File: src/rtl/axi_llc_miss_tracker.sv
// Outstanding-miss tracker for the LLC hit/miss stage.
// Per-ID and per-direction counters steer descriptors to the miss path.
module axi_llc_miss_tracker #(
    parameter int unsigned IdWidth        = 6,
    parameter int unsigned UseIdBits      = 2,
    parameter int unsigned CntWidth       = 4,
    parameter int unsigned WCntWidth      = 5,
    parameter int unsigned RCntWidth      = 5,
    parameter bit          WriteOrder     = 1'b1,
    parameter bit          ReadAfterWrite = 1'b0
) (
    input  logic                 clk_i,
    input  logic                 rst_i,
    input  logic                 up_valid_i,
    output logic                 up_ready_o,
    input  logic [IdWidth-1:0]   up_id_i,
    input  logic                 up_rw_i,
    input  logic                 down_valid_i,
    input  logic [IdWidth-1:0]   down_id_i,
    input  logic                 down_rw_i,
    output logic                 to_miss_o,
    output logic                 idle_o,
    output logic                 err_underflow_o,
    output logic [WCntWidth-1:0] w_cnt_o,
    output logic [RCntWidth-1:0] r_cnt_o
);

    localparam int unsigned NoCounters = 2 ** UseIdBits;

    logic [CntWidth-1:0]   r_cnt [NoCounters];
    logic [WCntWidth-1:0]  r_w_cnt;
    logic [RCntWidth-1:0]  r_r_cnt;
    logic                  r_err;

    logic [UseIdBits-1:0]  w_up_idx;
    logic [UseIdBits-1:0]  w_dn_idx;
    logic                  w_up_id_full;
    logic                  w_up_dir_full;
    logic                  w_up_fire;
    logic [NoCounters-1:0] w_id_inc;
    logic [NoCounters-1:0] w_id_dec;
    logic [NoCounters-1:0] w_id_uflow;
    logic [NoCounters-1:0] w_id_busy;
    logic [CntWidth-1:0]   w_cnt_nxt [NoCounters];
    logic                  w_w_inc;
    logic                  w_w_dec;
    logic                  w_r_inc;
    logic                  w_r_dec;
    logic [WCntWidth-1:0]  w_w_nxt;
    logic [RCntWidth-1:0]  w_r_nxt;
    logic                  w_w_uflow;
    logic                  w_r_uflow;
    logic                  w_unused_id;

    // Only the low ID bits select a counter; upper bits alias onto them.
    assign w_up_idx    = up_id_i[UseIdBits-1:0];
    assign w_dn_idx    = down_id_i[UseIdBits-1:0];
    assign w_unused_id = ^{up_id_i, down_id_i};

    // Ready depends on registered counts only, so a same-cycle down
    // cannot create a path from down_* to up_ready_o.
    assign w_up_id_full  = (r_cnt[w_up_idx] == '1);
    assign w_up_dir_full = up_rw_i ? (r_w_cnt == '1) : (r_r_cnt == '1);
    assign up_ready_o    = ~w_up_id_full & ~w_up_dir_full;
    assign w_up_fire     = up_valid_i & up_ready_o;

    // One-hot increment/decrement selects for the per-ID counters.
    always_comb begin
        w_id_inc = '0;
        w_id_dec = '0;
        if (w_up_fire) begin
            w_id_inc[w_up_idx] = 1'b1;
        end
        if (down_valid_i) begin
            w_id_dec[w_dn_idx] = 1'b1;
        end
    end

    // Per-ID next state: net-zero on inc+dec, saturate at 0 on underflow.
    always_comb begin
        for (int i = 0; i < NoCounters; i++) begin
            w_cnt_nxt[i]  = r_cnt[i];
            w_id_uflow[i] = 1'b0;
            if (w_id_inc[i] && !w_id_dec[i]) begin
                w_cnt_nxt[i] = r_cnt[i] + 1'b1;
            end else if (w_id_dec[i] && !w_id_inc[i]) begin
                if (r_cnt[i] == '0) begin
                    w_id_uflow[i] = 1'b1;
                end else begin
                    w_cnt_nxt[i] = r_cnt[i] - 1'b1;
                end
            end
        end
    end

    assign w_w_inc = w_up_fire & up_rw_i;
    assign w_r_inc = w_up_fire & ~up_rw_i;
    assign w_w_dec = down_valid_i & down_rw_i;
    assign w_r_dec = down_valid_i & ~down_rw_i;

    // Write direction counter next state.
    always_comb begin
        w_w_nxt   = r_w_cnt;
        w_w_uflow = 1'b0;
        if (w_w_inc && !w_w_dec) begin
            w_w_nxt = r_w_cnt + 1'b1;
        end else if (w_w_dec && !w_w_inc) begin
            if (r_w_cnt == '0) begin
                w_w_uflow = 1'b1;
            end else begin
                w_w_nxt = r_w_cnt - 1'b1;
            end
        end
    end

    // Read direction counter next state.
    always_comb begin
        w_r_nxt   = r_r_cnt;
        w_r_uflow = 1'b0;
        if (w_r_inc && !w_r_dec) begin
            w_r_nxt = r_r_cnt + 1'b1;
        end else if (w_r_dec && !w_r_inc) begin
            if (r_r_cnt == '0) begin
                w_r_uflow = 1'b1;
            end else begin
                w_r_nxt = r_r_cnt - 1'b1;
            end
        end
    end

    // Register all counters and the sticky underflow flag.
    always_ff @(posedge clk_i) begin
        if (rst_i) begin
            for (int i = 0; i < NoCounters; i++) begin
                r_cnt[i] <= '0;
            end
            r_w_cnt <= '0;
            r_r_cnt <= '0;
            r_err   <= 1'b0;
        end else begin
            for (int i = 0; i < NoCounters; i++) begin
                r_cnt[i] <= w_cnt_nxt[i];
            end
            r_w_cnt <= w_w_nxt;
            r_r_cnt <= w_r_nxt;
            if ((|w_id_uflow) || w_w_uflow || w_r_uflow) begin
                r_err <= 1'b1;
            end
        end
    end

    // Busy map of per-ID counters for the idle indication.
    always_comb begin
        for (int i = 0; i < NoCounters; i++) begin
            w_id_busy[i] = (r_cnt[i] != '0);
        end
    end

    // Miss routing is conservative: registered counts only.
    assign to_miss_o = (r_cnt[w_up_idx] != '0)
                     | (WriteOrder & up_rw_i & (r_w_cnt != '0))
                     | (ReadAfterWrite & ~up_rw_i & (r_w_cnt != '0));

    assign idle_o          = ~(|w_id_busy) & (r_w_cnt == '0) & (r_r_cnt == '0);
    assign err_underflow_o = r_err;
    assign w_cnt_o         = r_w_cnt;
    assign r_cnt_o         = r_r_cnt;

endmodule

File: config.mk
export PLATFORM = sky130hd
export DESIGN_NAME = axi_llc_miss_tracker
export DESIGN_NICKNAME = d
export VERILOG_FILES = /design/src/rtl/axi_llc_miss_tracker.sv
export SDC_FILE = /design/constraint.sdc
export NUM_CORES = 1
export LEC_CHECK = 0
export ABC_AREA = 0
export CAP_MARGIN = 0
export CORE_ASPECT_RATIO = 1.5
export CORE_MARGIN = 1
export CORE_UTILIZATION = 30
export CTS_BUF_LIST = sky130_fd_sc_hd__clkbuf_8
export DETAILED_ROUTE_END_ITERATION = 7
export MAX_ROUTING_LAYER = met4
export PLACE_DENSITY_LB_ADDON = 0.05
export SLEW_MARGIN = 15
export SYNTH_ARGS = -nofsm -noshare
export SYNTH_HDL_FRONTEND = slang
export SYNTH_SLANG_ARGS = --single-unit
File: constraint.sdc
create_clock -name clk_i -period 5.4 [get_ports clk_i]
set_input_delay 0.81 -clock clk_i [delete_from_list [all_inputs] [get_ports clk_i]]
set_output_delay 0.81 -clock clk_i [all_outputs]
set_load 0.01 [all_outputs]
Yosys cells after proc, flatten, opt, wreduce, memory -nomap -nowiden
Memories as Yosys holds them, arrays and structs flattened.
Cells that the tools add are included.
W data, S select, Z words.
- register bits: 11
- bits in writable memories: 16
- logic and storage cells: 140
- memories: 1
- memories (name ; words ; width ; read ports ; clocked after Yosys merged registers in ; wr ports ; RTL line ; source):
    r_cnt ; 4 ; 4 ; 5 ; 0 ; 4 ; 30 ; logic [CntWidth-1:0] r_cnt [NoCounters];
- add/subtract/negate cells: 12
- magnitude comparators: 4
- equality and inequality tests: 5
- mux-type cells: 50
- bitwise gates (word level): 19
- reduce and logical (&&, ||, !) cells: 46
- operators with widths (operator ; count):
    $mux W4 ; 18
    $mux W5 ; 6
    $mux W1 ; 24
    $reduce_bool A4 Y1 ; 5
    $add A4 B1 Y4 const B ; 4
    $logic_not A4 Y1 ; 4
    $sub A4 B1 Y4 const B ; 4
    $logic_and A1 B1 Y1 ; 14
    $logic_not A1 Y1 ; 12
    $add A5 B1 Y5 const B ; 2
    $eq A5 B5 Y1 const B ; 2
    $logic_not A5 Y1 ; 2
    $sub A5 B1 Y5 const B ; 2
    $and A1 B1 Y1 ; 9
    $reduce_or A4 Y1 ; 2
    $lt A2 B3 Y1 const B ; 2
    $not A1 Y1 ; 5
    $or A1 B1 Y1 ; 5
    $reduce_bool A5 Y1 ; 1
    $demux W1 S2 ; 2
    $eq A4 B4 Y1 const B ; 1
    $ge A2 B1 Y1 const B ; 2
    $ne A2 B2 Y1 const B ; 2
    $reduce_and A2 Y1 ; 2
    other kinds (2) ; 4

Longest topological paths before layout
- depth in word-level cells: 13
- mapped depth: 13

Worst setup path after synthesis
Ideal clock, no wire load.
- path kind: input to register
- start point: input up_id_i[0]
- end point: memory r_cnt[3][3]
- library setup time: 0.121 ns
- data arrival time: 3.426 ns
- required time: 5.279 ns
- slack: 1.853 ns
- stages: 13
- cell sequence: buf_6 mux4_2 and4_4 nor3b_4 buf_6 and3_1 ha_1 inv_1 ha_1 a21oi_1 a211oi_1 a31oi_1 mux2_2
- RTL lines (item ; RTL line ; source):
    from (decl) ; 16 ; input logic [IdWidth-1:0] up_id_i,
    to (decl) ; 30 ;

Worst setup path in the final report
- start point: input up_id_i[0]
- end point: register r_w_cnt[4], in the netlist w_cnt_o[4]
- longest elaborated chain between the ends: 10
- elaborated cells between the ends (all ways): 13
- those cells by class: eq/ne (2); mux (1); bitwise (4); reduce/logical (5); memory (1)
- RTL lines (item ; RTL line ; source):
    $mem_v2 Z4 W4 (*) ; - ;
    $eq A4 B4 Y1 (*) ; 62 ; assign w_up_id_full = (r_cnt[w_up_idx] == '1);
    $not A1 Y1 (*) ; 64 ; assign up_ready_o = ~w_up_id_full & ~w_up_dir_full;
    $and A1 B1 Y1 (*) ; 64 ;
    $and A1 B1 Y1 (*) ; 65 ; assign w_up_fire = up_valid_i & up_ready_o;
    $and A1 B1 Y1 (*) ; 96 ; assign w_w_inc = w_up_fire & up_rw_i;
    $logic_not A1 Y1 ; 107 ; end else if (w_w_dec && !w_w_inc) begin
    $logic_and A1 B1 Y1 ; 107 ;
    $reduce_bool A2 Y1 (no line) ; - ;
    $reduce_and A2 Y1 (no line) ; - ;
    to (signal assigned) ; 144 ; r_w_cnt <= w_w_nxt;
    to (decl) ; 31 ; logic [WCntWidth-1:0] r_w_cnt;
Every way passes the cells marked *; elsewhere a longest branch is shown, timed or not.
A chain may end at the register's enable or synchronous reset.

==> results.json <==
{
  "seqPwrFrac_pct": 35.4,
  "post_drt_wl_per_cell_um": 14.4,
  "crit_path_end": "w_cnt_o[4]$_SDFFE_PP0P_",
  "cp-start-kind": "input port",
  "synthSimpleGateAreaFrac_pct": 24.0,
  "cp_max_fo": 12,
  "place_congestion": 0.762,
  "p_total_mw": 0.904,
  "nets": 333,
  "die_x_um": 72.4,
  "switching_share_pct": 41.6,
  "powerDensity_nw_per_um2": 347,
  "cts_root_buf": "clkbuf_8",
  "synth_area_um2": 2230,
  "wirelength_mm": 5.49,
  "drt_pass1_iterations": 4,
  "clkPwrFrac_pct": 13.6,
  "portBuffers": 23,
  "synthXorXnorAreaFrac_pct": 5.49,
  "setup_viol": 0,
  "clock_latency_ns": 0.29,
  "worstSetupStartpoint": "up_id_i[0]",
  "drt-vias-per-instance": 5.12,
  "grt_pass1_wl_mm": 9.35,
  "finalClockSkew_ns": 0.00343,
  "syn_inst": 259,
  "hold_class": "register to register",
  "synth_top_family_by_area": "simple AND/OR/NAND/NOR gates",
  "crit_required_ns": 5.58,
  "core_area_um2": 7230,
  "synth.mux.area_fraction_pct": 6.39,
  "critPathKind": "input port to register",
  "cts_tree": "yes",
  "numCtsBuffers": 3,
  "initial_utilization_pct": 30.9,
  "synth.avg_cell_area_um2": 8.62,
  "r2r-start": "r_cnt[0][2]$_SDFFE_PP0P_",
  "syn_nets": 310,
  "synth_top_area_share_pct": 24.2,
  "status": "completed",
  "synthAdderAreaFrac_pct": 20.5,
  "path_cells": "clkdlybuf4s50_1, mux4_1, and4_4, nor3b_4, and2_1, ha_1, inv_1, ha_1, a21oi_1, a2111oi_0, a311oi_1, nand2_1",
  "cts_setup_buffers": 0,
  "die_y_um": 108,
  "crit_top_cell": "ha_1",
  "tns_ns": 0,
  "num_antenna_cells": 0,
  "antenna_found_initial": 0,
  "p_leak_nw": 1.01,
  "layout-drive-gt1-share_pct": 6.05,
  "grt_pass1_vias": 1947,
  "crit_path_end_kind": "register",
  "synthTopCellsByArea": "dfxtp_1, ha_1, xnor2_1",
  "synth-seq-cells": 27,
  "slew_viol_final": 0,
  "worstPathArrival_ns": 4.61,
  "maxCapViolations": 0,
  "cts.sinks": 27,
  "synth_compound_area_share_pct": 14.9,
  "path_clk_slew_ns": 0.10,
  "setup_slack_ns": 0.969,
  "grt.overflow.total": 0,
  "finalHoldViolCount": 0,
  "rsz0062_at_grt": "false",
  "synth_top_flop_cell": "dfxtp_1",
  "r2r_cells": 11,
  "synth_edf_count": 0,
  "max-clock-path-buffers": 2,
  "yosysTopAreaCell": "dfxtp_1",
  "async_reset_ff_share_pct": 0,
  "ctsHoldBuffers": 0,
  "grt_max_degree": 35,
  "slowest_stage": "clkdlybuf4s50_1",
  "fin_crit_ns": 4.43,
  "p_sw_mw": 0.376,
  "hpwl_mm": 4.19,
  "htree_levels": 1,
  "yosysWarnings": 0,
  "synthToLayoutAreaGrowth_pct": 16.6,
  "synthTopCellsByCount": "dfxtp_1, ha_1, nand2_1",
  "hold_slack_ns": 0.548,
  "cts-resized-gates": 0,
  "die_area_um2": 7800,
  "synth_cell_type_count": 40,
  "ys_seq_area_share_pct": 24.2,
  "relSlewSlack_pct": 50.7,
  "num_vias": 1950,
  "dpl_worst_slack_ns": 0.662,
  "power_frac_comb_pct": 51.0,
  "rows": 38,
  "tightest_slew_ns": 0.733,
  "reg2reg_slack_ns": 1.92,
  "design.portCount": 32,
  "fmax_mhz": 226,
  "grt.total_usage_pct": 15.8,
  "initialDrtViolationCount": 56,
  "r2r-end": "w_cnt_o[4]$_SDFFE_PP0P_",
  "internal_power_mw": 0.528,
  "cpPeakStageDelay_ns": 0.74,
  "finalCritPeriodShare_pct": 82.0,
  "ant_nets": 0,
  "drc": 0,
  "vdd_ir_drop_max_uv": 112
}
==> metrics by stage <==
stage / util [%] / instance area, µm² / std cells
final: 36.0 / 2600 / 381
after global routing: 36.0 / 2600 / 381
after CTS: 36.0 / 2600 / 381
after detailed placement: 35.4 / 2560 / 377
after global placement: 35.4 / 2560 / 377
after floorplan: - / 2230 / 259
==> layer usage <==
metal	track usage (%)	wire length [µm]	up-vias
met5	-	0	-
met1	17.7	2370	930
met3	1.59	159	6
met4	5.46	79	0
met2	28.7	2880	27
li1	-	-	987
==> sequential cells by signal, summed over array words and instances (netlist names) <==
| register | cells |
|---|---|
| r_cnt_o | 5 |
| r_cnt | 16 |
| err_underflow_o | 1 |
| w_cnt_o | 5 |
==> cell families after synthesis <==
| family | count (synthesis) |
|---|---|
| compound gates | 52 |
| xor+xnor | 14 |
| fa+ha+maj | 33 |
| buf+inv | 23 |
| flops | 27 |
| mux | 8 |
| simple gates | 102 |
==> layout by cell type (no fill, tap or decap), types with 3 or more instances in the layout <==
master,count
nand2_1,27
a31oi_1,7
a2111oi_0,4
nor2b_1,6
clkbuf_8,3
a21oi_1,21
nor4_1,4
xnor2_1,14
nor3_1,12
inv_1,18
o21ai_0,3
and3_1,5
nand3b_1,4
fa_1,6
clkdlybuf4s50_1,23
nor2_1,20
nand3_1,9
dfxtp_1,27
mux2_2,4
a211oi_1,10
ha_1,27
==> how the worst min path moves through the flow <==
stage / startpoint / end / cells past startpoint
6_report: r_cnt[2][2]$_SDFFE_PP0P_ / r_cnt[2][2]$_SDFFE_PP0P_ / 2
5_1_grt: r_cnt[2][2]$_SDFFE_PP0P_ / r_cnt[2][2]$_SDFFE_PP0P_ / 2
4_1_cts: r_cnt[2][2]$_SDFFE_PP0P_ / r_cnt[2][2]$_SDFFE_PP0P_ / 2
3_5_place_dp: r_cnt[2][2]$_SDFFE_PP0P_ / r_cnt[2][2]$_SDFFE_PP0P_ / 2
3_3_place_gp: r_cnt[2][2]$_SDFFE_PP0P_ / r_cnt[2][2]$_SDFFE_PP0P_ / 2
2_1_floorplan: r_cnt[0][1]$_SDFFE_PP0P_ / r_cnt[0][1]$_SDFFE_PP0P_ / 2
==> worst max-delay path: cells and delay by family <==
family	cells	cell delay [ns]
and+or+nand+nor	4	0.95
buffers and inverters	2	0.89
AOI/OAI and AO/OA	3	0.68
adders and majority gates	2	0.64
muxes	1	0.63
==> area by class of cell <==
type / instances / area (µm²)
inverter: 17 / 63.8
sequential: 27 / 541
fill: 778 / 4620
tap: 100 / 125
clock buffer: 3 / 41.3
clock inverter: 1 / 3.75
timing repair buffer: 24 / 238
multi-input combinational: 209 / 1590
==> power by group through the flow <==
| stage | sequential (mW) | combinational [mW] | clock, mW |
|---|---|---|---|
| final | 0.320 | 0.461 | 0.123 |
| after detailed placement | 0.326 | 0.462 | 0 |
| after global placement | 0.327 | 0.462 | 0 |
| after floorplan | 0.317 | 0.294 | 0 |
| after CTS | 0.321 | 0.466 | 0.130 |
| after global routing | 0.329 | 0.523 | 0.137 |
No activity file was read; power rests on OpenSTA's default activity.
